==> config.mk <==
export PLATFORM = sky130hd
export DESIGN_NAME = i2c_target
export DESIGN_NICKNAME = d
export VERILOG_FILES = /design/src/rtl/i2c_pkg.sv /design/src/rtl/i2c_sync_edge.sv /design/src/rtl/i2c_target.sv
export SDC_FILE = /design/constraint.sdc
export NUM_CORES = 1
export LEC_CHECK = 0
export CELL_PAD_IN_SITES_DETAIL_PLACEMENT = 2
export CELL_PAD_IN_SITES_GLOBAL_PLACEMENT = 2
export CORE_MARGIN = 4
export CORE_UTILIZATION = 31
export CTS_CLUSTER_DIAMETER = 200
export DETAILED_ROUTE_END_ITERATION = 16
export GPL_ROUTABILITY_DRIVEN = 0
export PLACE_DENSITY = 0.82
export SYNTH_ARGS = -nofsm -noshare
export SYNTH_HDL_FRONTEND = slang
export SYNTH_SLANG_ARGS = --single-unit
==> constraint.sdc <==
create_clock -name clk_i -period 3.08 [get_ports clk_i]
set_input_delay 0.616 -clock clk_i [delete_from_list [all_inputs] [get_ports clk_i]]
set_output_delay 0.616 -clock clk_i [all_outputs]
set_load 0.01 [all_outputs]
==> src/rtl/i2c_pkg.sv <==
// Shared types and widths for the I2C target engine.
package i2c_pkg;
  localparam int I2C_ADDR_W = 7;
  localparam int I2C_BYTE_W = 8;
  localparam int I2C_CNT_W  = $clog2(I2C_BYTE_W + 1);

  typedef enum logic [2:0] {
    IDLE,
    ADDR,
    ADDR_ACK,
    RX,
    RX_ACK,
    TX,
    TX_ACK,
    WAIT
  } i2c_tgt_state_e;
endpackage

==> src/rtl/i2c_sync_edge.sv <==
// Pad synchronizer with rise/fall detection against the previous synced sample.
module i2c_sync_edge #(
  parameter int SYNC_STAGES = 2
) (
  input  logic clk_i,
  input  logic rst_i,
  input  logic d_i,
  output logic q_o,
  output logic rise_o,
  output logic fall_o
);
  logic [SYNC_STAGES-1:0] r_sync;
  logic                   r_prev;

  // Reset to the idle-high bus level so no edge is reported coming out of reset.
  always_ff @(posedge clk_i) begin
    if (rst_i) begin
      r_sync <= '1;
      r_prev <= 1'b1;
    end else begin
      r_sync <= {r_sync[SYNC_STAGES-2:0], d_i};
      r_prev <= r_sync[SYNC_STAGES-1];
    end
  end

  assign q_o    = r_sync[SYNC_STAGES-1];
  assign rise_o = q_o & ~r_prev;
  assign fall_o = ~q_o & r_prev;
endmodule

==> src/rtl/i2c_target.sv <==
// Single-address I2C target: decodes the bus, ACKs matched transfers, stretches SCL on back-pressure.
module i2c_target
  import i2c_pkg::*;
#(
  parameter int SYNC_STAGES = 2
) (
  input  logic                  clk_i,
  input  logic                  rst_i,
  input  logic                  en_i,
  input  logic [I2C_ADDR_W-1:0] addr_i,
  input  logic                  scl_i,
  input  logic                  sda_i,
  output logic                  scl_o,
  output logic                  sda_o,
  output logic                  scl_dir_o,
  output logic                  sda_dir_o,
  output logic [I2C_BYTE_W-1:0] rx_data_o,
  output logic                  rx_valid_o,
  input  logic                  rx_ready_i,
  output logic                  rx_first_o,
  input  logic [I2C_BYTE_W-1:0] tx_data_i,
  input  logic                  tx_valid_i,
  output logic                  tx_ready_o,
  output logic                  busy_o,
  output logic                  stop_o,
  output logic                  nack_o
);
  localparam logic [I2C_CNT_W-1:0] CNT_LAST = I2C_CNT_W'(I2C_BYTE_W - 1);
  localparam logic [I2C_CNT_W-1:0] CNT_BYTE = I2C_CNT_W'(I2C_BYTE_W);

  logic w_scl_q, w_scl_rise, w_scl_fall;
  logic w_sda_q, w_sda_rise, w_sda_fall;
  logic w_start_det, w_stop_det, w_busy;

  i2c_sync_edge #(.SYNC_STAGES(SYNC_STAGES)) u_scl_sync (
    .clk_i (clk_i), .rst_i (rst_i), .d_i (scl_i),
    .q_o (w_scl_q), .rise_o (w_scl_rise), .fall_o (w_scl_fall)
  );
  i2c_sync_edge #(.SYNC_STAGES(SYNC_STAGES)) u_sda_sync (
    .clk_i (clk_i), .rst_i (rst_i), .d_i (sda_i),
    .q_o (w_sda_q), .rise_o (w_sda_rise), .fall_o (w_sda_fall)
  );

  assign w_start_det = w_sda_fall & w_scl_q;
  assign w_stop_det  = w_sda_rise & w_scl_q;

  i2c_tgt_state_e        r_state, w_state_nxt;
  logic [I2C_CNT_W-1:0]  r_cnt, w_cnt_nxt;
  logic [I2C_BYTE_W-1:0] r_shift, w_shift_nxt;
  logic [I2C_BYTE_W-1:0] r_rx_data, w_rx_data_nxt;
  logic r_rw, w_rw_nxt;
  logic r_sda_drv, w_sda_nxt;
  logic r_scl_drv, w_scl_nxt;
  logic r_rx_valid, w_rx_valid_nxt;
  logic r_rx_first, w_rx_first_nxt;
  logic r_first_pend, w_first_pend_nxt;
  logic r_tx_ready, w_tx_ready_nxt;
  logic r_stop, w_stop_nxt;
  logic r_nack, w_nack_nxt;

  assign w_busy = (r_state != IDLE) && (r_state != WAIT);

  always_comb begin
    w_state_nxt      = r_state;
    w_cnt_nxt        = r_cnt;
    w_shift_nxt      = r_shift;
    w_rx_data_nxt    = r_rx_data;
    w_rw_nxt         = r_rw;
    w_sda_nxt        = r_sda_drv;
    w_scl_nxt        = r_scl_drv;
    w_rx_valid_nxt   = r_rx_valid;
    w_rx_first_nxt   = r_rx_first;
    w_first_pend_nxt = r_first_pend;
    w_tx_ready_nxt   = r_tx_ready;
    w_stop_nxt       = 1'b0;
    w_nack_nxt       = 1'b0;
    if (r_rx_valid && rx_ready_i) w_rx_valid_nxt = 1'b0;

    if (!en_i || w_stop_det) begin
      w_state_nxt    = IDLE;
      w_sda_nxt      = 1'b0;
      w_scl_nxt      = 1'b0;
      w_tx_ready_nxt = 1'b0;
      w_stop_nxt     = en_i && w_busy;
    end else if (w_start_det) begin
      // Any START, repeated or not, abandons the partial byte but keeps the holding register.
      w_state_nxt      = ADDR;
      w_cnt_nxt        = '0;
      w_sda_nxt        = 1'b0;
      w_scl_nxt        = 1'b0;
      w_tx_ready_nxt   = 1'b0;
      w_first_pend_nxt = 1'b1;
    end else begin
      case (r_state)
        ADDR: begin
          if (w_scl_rise) begin
            w_shift_nxt = {r_shift[I2C_BYTE_W-2:0], w_sda_q};
            w_cnt_nxt   = r_cnt + I2C_CNT_W'(1);
            if (r_cnt == CNT_LAST) begin
              w_rw_nxt    = w_sda_q;
              w_state_nxt = (r_shift[I2C_BYTE_W-2:0] == addr_i) ? ADDR_ACK : WAIT;
            end
          end
        end
        ADDR_ACK: begin
          // First fall (end of bit 8) starts the ACK, second fall (end of bit 9) ends it.
          if (w_scl_fall) begin
            if (!r_sda_drv) begin
              w_sda_nxt = 1'b1;
            end else begin
              w_sda_nxt = 1'b0;
              w_cnt_nxt = '0;
              if (r_rw) begin
                w_state_nxt    = TX;
                w_tx_ready_nxt = 1'b1;
                w_scl_nxt      = 1'b1;
              end else begin
                w_state_nxt = RX;
              end
            end
          end
        end
        RX: begin
          if (!r_scl_drv && w_scl_rise) begin
            w_shift_nxt = {r_shift[I2C_BYTE_W-2:0], w_sda_q};
            w_cnt_nxt   = r_cnt + I2C_CNT_W'(1);
          end else if (r_scl_drv || (w_scl_fall && r_cnt == CNT_BYTE)) begin
            if (r_rx_valid) begin
              w_scl_nxt = 1'b1;
            end else begin
              // SCL stays held here; RX_ACK lets it go once SDA is already low.
              w_rx_data_nxt    = r_shift;
              w_rx_valid_nxt   = 1'b1;
              w_rx_first_nxt   = r_first_pend;
              w_first_pend_nxt = 1'b0;
              w_sda_nxt        = 1'b1;
              w_state_nxt      = RX_ACK;
            end
          end
        end
        RX_ACK: begin
          w_scl_nxt = 1'b0;
          if (w_scl_fall) begin
            w_sda_nxt   = 1'b0;
            w_cnt_nxt   = '0;
            w_state_nxt = RX;
          end
        end
        TX: begin
          if (r_tx_ready) begin
            if (tx_valid_i) begin
              w_shift_nxt    = tx_data_i;
              w_tx_ready_nxt = 1'b0;
              w_scl_nxt      = 1'b0;
              w_sda_nxt      = ~tx_data_i[I2C_BYTE_W-1];
              w_cnt_nxt      = '0;
            end
          end else if (w_scl_fall) begin
            if (r_cnt == CNT_LAST) begin
              w_sda_nxt   = 1'b0;
              w_state_nxt = TX_ACK;
            end else begin
              w_sda_nxt   = ~r_shift[I2C_BYTE_W-2];
              w_shift_nxt = {r_shift[I2C_BYTE_W-2:0], 1'b0};
              w_cnt_nxt   = r_cnt + I2C_CNT_W'(1);
            end
          end
        end
        TX_ACK: begin
          if (w_scl_rise && w_sda_q) begin
            w_nack_nxt  = 1'b1;
            w_state_nxt = WAIT;
          end else if (w_scl_fall) begin
            w_state_nxt    = TX;
            w_tx_ready_nxt = 1'b1;
            w_scl_nxt      = 1'b1;
          end
        end
        default: ;
      endcase
    end
  end

  always_ff @(posedge clk_i) begin
    if (rst_i) begin
      r_state      <= IDLE;
      r_cnt        <= '0;
      r_rx_data    <= '0;
      r_rw         <= 1'b0;
      r_sda_drv    <= 1'b0;
      r_scl_drv    <= 1'b0;
      r_rx_valid   <= 1'b0;
      r_rx_first   <= 1'b0;
      r_first_pend <= 1'b0;
      r_tx_ready   <= 1'b0;
      r_stop       <= 1'b0;
      r_nack       <= 1'b0;
    end else begin
      r_state      <= w_state_nxt;
      r_cnt        <= w_cnt_nxt;
      r_rx_data    <= w_rx_data_nxt;
      r_rw         <= w_rw_nxt;
      r_sda_drv    <= w_sda_nxt;
      r_scl_drv    <= w_scl_nxt;
      r_rx_valid   <= w_rx_valid_nxt;
      r_rx_first   <= w_rx_first_nxt;
      r_first_pend <= w_first_pend_nxt;
      r_tx_ready   <= w_tx_ready_nxt;
      r_stop       <= w_stop_nxt;
      r_nack       <= w_nack_nxt;
    end
  end

  always_ff @(posedge clk_i) begin
    r_shift <= w_shift_nxt;
  end

  assign scl_o      = 1'b0;
  assign sda_o      = 1'b0;
  assign scl_dir_o  = r_scl_drv;
  assign sda_dir_o  = r_sda_drv;
  assign rx_data_o  = r_rx_data;
  assign rx_valid_o = r_rx_valid;
  assign rx_first_o = r_rx_first;
  assign tx_ready_o = r_tx_ready;
  assign busy_o     = w_busy;
  assign stop_o     = r_stop;
  assign nack_o     = r_nack;
endmodule

==> results.md <==
* Reg2Reg Setup Slack at 470 ps
* Power Density at a little under 400 mW/mm^2
* Least-Margin Pin Slew at about 630 ps
* Std cell rows at 29
* Crit path max fanout at 8
* Leak at between 0.001 and 0.0015 uW
* Finished layout cell area at 0.00267 mm^2
* Synth top area share at 0.284
* Final Cycle Share at 0.863
* Max-cap violations at 0
* Die height at 90.6 um
* Yosys reg bits at 38
* Final TNS setup at 0 ps
* Switching fraction of total power at 0.274
* Worst R2R End: r_cnt[2]
* Via density at 5.39
* Logic pwr share at 0.145
* Ranking of synthesized cells by area: dfxtp_1 (28%), edfxtp_1 (11%), mux2i_1 (6.2%)
* Hold path cells at 1
* Post-synth cell types at between 40 and 50
* Post-CTS setup buffer count at 0
* Startpoint Class: flip-flop
* Layout cells sized above 1 at 0.104
* Finished Core Util at 0.410
* RSZ-0062 raised after global routing: false
* CTS Buffer Depth at 2
* Required time worst endpoint at 2460 ps
* Sw Pwr at ~280 uW
* Total Power at roughly 1000 uW
* Worst r2r src: r_state[0]
* Clock transition at the registers of the reported paths at ~70 ps
* Fmax at 376 MHz
* Slew Limit Fails at 0
* Outcome: finished, final reports clean
* H-tree Lvls at 2
* Dpl hpwl at ~5000 um
* Initial antenna violation count at 0
* Synth area leader: dfxtp_1
* Syn. warnings at 0
* Vias at roughly 1900
* Hold Path Origin: u_scl_sync.r_sync[0]
* Post-synth EDFFs at 8
* R2R depth at 8
* Clock Skew at between 6 and 7 ps
* Slew Limit Headroom at 0.577
* Most frequent cells in the layout: clkdlybuf4s50_1 (37), dfxtp_1 (30), nand2_1 (20)
* Ant. Diodes at 0
* Crit path kind: flip-flop to output pin
* Critical Path Sink Type: output pin
* Internal at approximately 740 uW
* Fillcell total at 722
* Worst Hold End: u_scl_sync.r_sync[1]
* I/O pins at 40
* Core area at around 0.0065 mm^2
* Cell Area, Synth at 0.00211 mm^2
* PostCTS Resize Cnt at 0
* Syn Area/Cell at 8.85 um^2
* Number of I/O port buffers at 37
* First-pass GRT wire length at 11200 um
* Vias in the first global route at approximately 2100
* DP Area at 0.00258 mm^2
* Initial drt markers at 130
* Final hold vios at 0
* VDD IR max at between 200 and 250 uV
* Critical Path AT at roughly 2000 ps
* Die Wd at between 90 and 100 um
* Crit path time final at between 2000 and 3000 ps
* TritonCTS Buffers at 5
* Post-route ant nets at 0
* CTS Hold Bufs at 0
* CTS tree: built
* CTS Sinks at 38
* Clock Power Share at 0.340
* Routed wire length at 6740 um
* Commonest non-fill, non-tap cell in the layout: clkdlybuf4s50_1
* Wirelength per Cell at approximately 19 um
* Final setup fails at 0
* FFs w/ async S/R, synth at 0
* Clk root buf: clkbuf_8
* First-pass DRT Iterations at 4
* # nets final at between 300 and 400
* Mapped Cells at ~240
* Largest net degree at the start of global routing at 15
* GRT Residual Overflow at 0
* GRT Util Overall at 0.172
* Starting Density at 0.326
* Crit path launch: r_state[0]
* Clock Latency Late Sink at approximately 300 ps
* Reg power frac at 0.515
* Worst hold slack at 415 ps
* Hold Path Class: flip-flop to flip-flop
* Total Die Area at a little over 0.008 mm^2
* Area growth syn-to-layout at 26.0%
* DRC at 0
* Register area share after synthesis at 0.398
* Ys flop type: dfxtp_1
## cell type report
type                            instances  area, um^2  share of cell area
Timing Repair Buffer                   44         423               0.159
Sequential cell                        38         841               0.315
Multi-Input combinational cell        181        1190               0.446
Tap cell                               77        96.3              0.0362
Clock buffer                            6        72.6              0.0272
Clock inverter                          2        10.0             0.00376
Inverter                                9        33.8              0.0127
## worst max-delay path, stage by stage (launching register included)
cell	delay, ps
dfxtp_1	450
inv_1	120
ha_1	330
mux2i_1	250
clkdlybuf4s50_1	590
## cells in the mapped netlist, types with 3 or more instances
cell      number
a211oi_1       5
a21oi_1       19
clkbuf_1       7
dfxtp_1       30
edfxtp_1       8
ha_1           8
inv_1          9
mux2_2         6
mux2i_1       13
nand2_1       20
nand2b_1       6
nand3_1        7
nand3b_1       4
nor2_1        19
nor2b_1        9
nor3_1         6
o211ai_1       3
o21ai_0       10
or2_2          7
or4_1          3
xnor2_1        4
xor2_1         4
## kinds of logic after synthesis
| group | after synthesis | share of synthesized area |
|---|---|---|
| XOR/XNOR | 8 | 0.0331 |
| AND/OR/NAND/NOR | 90 | 0.222 |
| adder cells (fa/ha/maj) | 8 | 0.0473 |
| flip-flops | 38 | 0.398 |
| buffers and inverters | 21 | 0.0420 |
| multiplexers | 19 | 0.0935 |
| AO/OA/AOI/OAI | 54 | 0.163 |
| other | 1 | 0.00177 |
## power groups by stage
stage / logic, uW / registers [uW] / clock network [uW]
final: 149 / 528 / 349
after global routing: 165 / 530 / 378
after global placement: 145 / 539 / 0
after CTS: 150 / 528 / 358
after floorplan: 88.6 / 534 / 0
after detailed placement: 147 / 540 / 0
## per-layer routing
layer,vias up,GRT usage,share of wire
met1,951,0.217,0.46
met4,0,0.0497,0.016
met3,12,0.0300,0.041
met5,-,0,0
met2,45,0.296,0.49
li1,917,-,-
## per-stage QoR
stage	std cells	worst slack, ps
floorplan	240	745
global placement	349	493
detailed placement	349	442
CTS	357	391
global route	357	251
finish	357	422
## registers in the layout, summed over array words and instances (netlist names), 2 cells and up
| register | count |
|---|---|
| r_shift | 8 |
| r_state | 3 |
| r_cnt | 4 |
| u_scl_sync.r_sync | 2 |
| rx_data_o | 8 |
| u_sda_sync.r_sync | 2 |
## worst max path at each step
| stage | end | slack (ps) | cells past startpoint |
|---|---|---|---|
| after global placement | r_cnt[2] | 490 | 6 |
| after global routing | r_cnt[2] | 250 | 8 |
| after detailed placement | r_cnt[2] | 440 | 6 |
| after floorplan | r_cnt[2] | 740 | 8 |
| after CTS | busy_o | 390 | 4 |
| final | busy_o | 420 | 4 |
No activity file was read; power rests on OpenSTA's default activity.
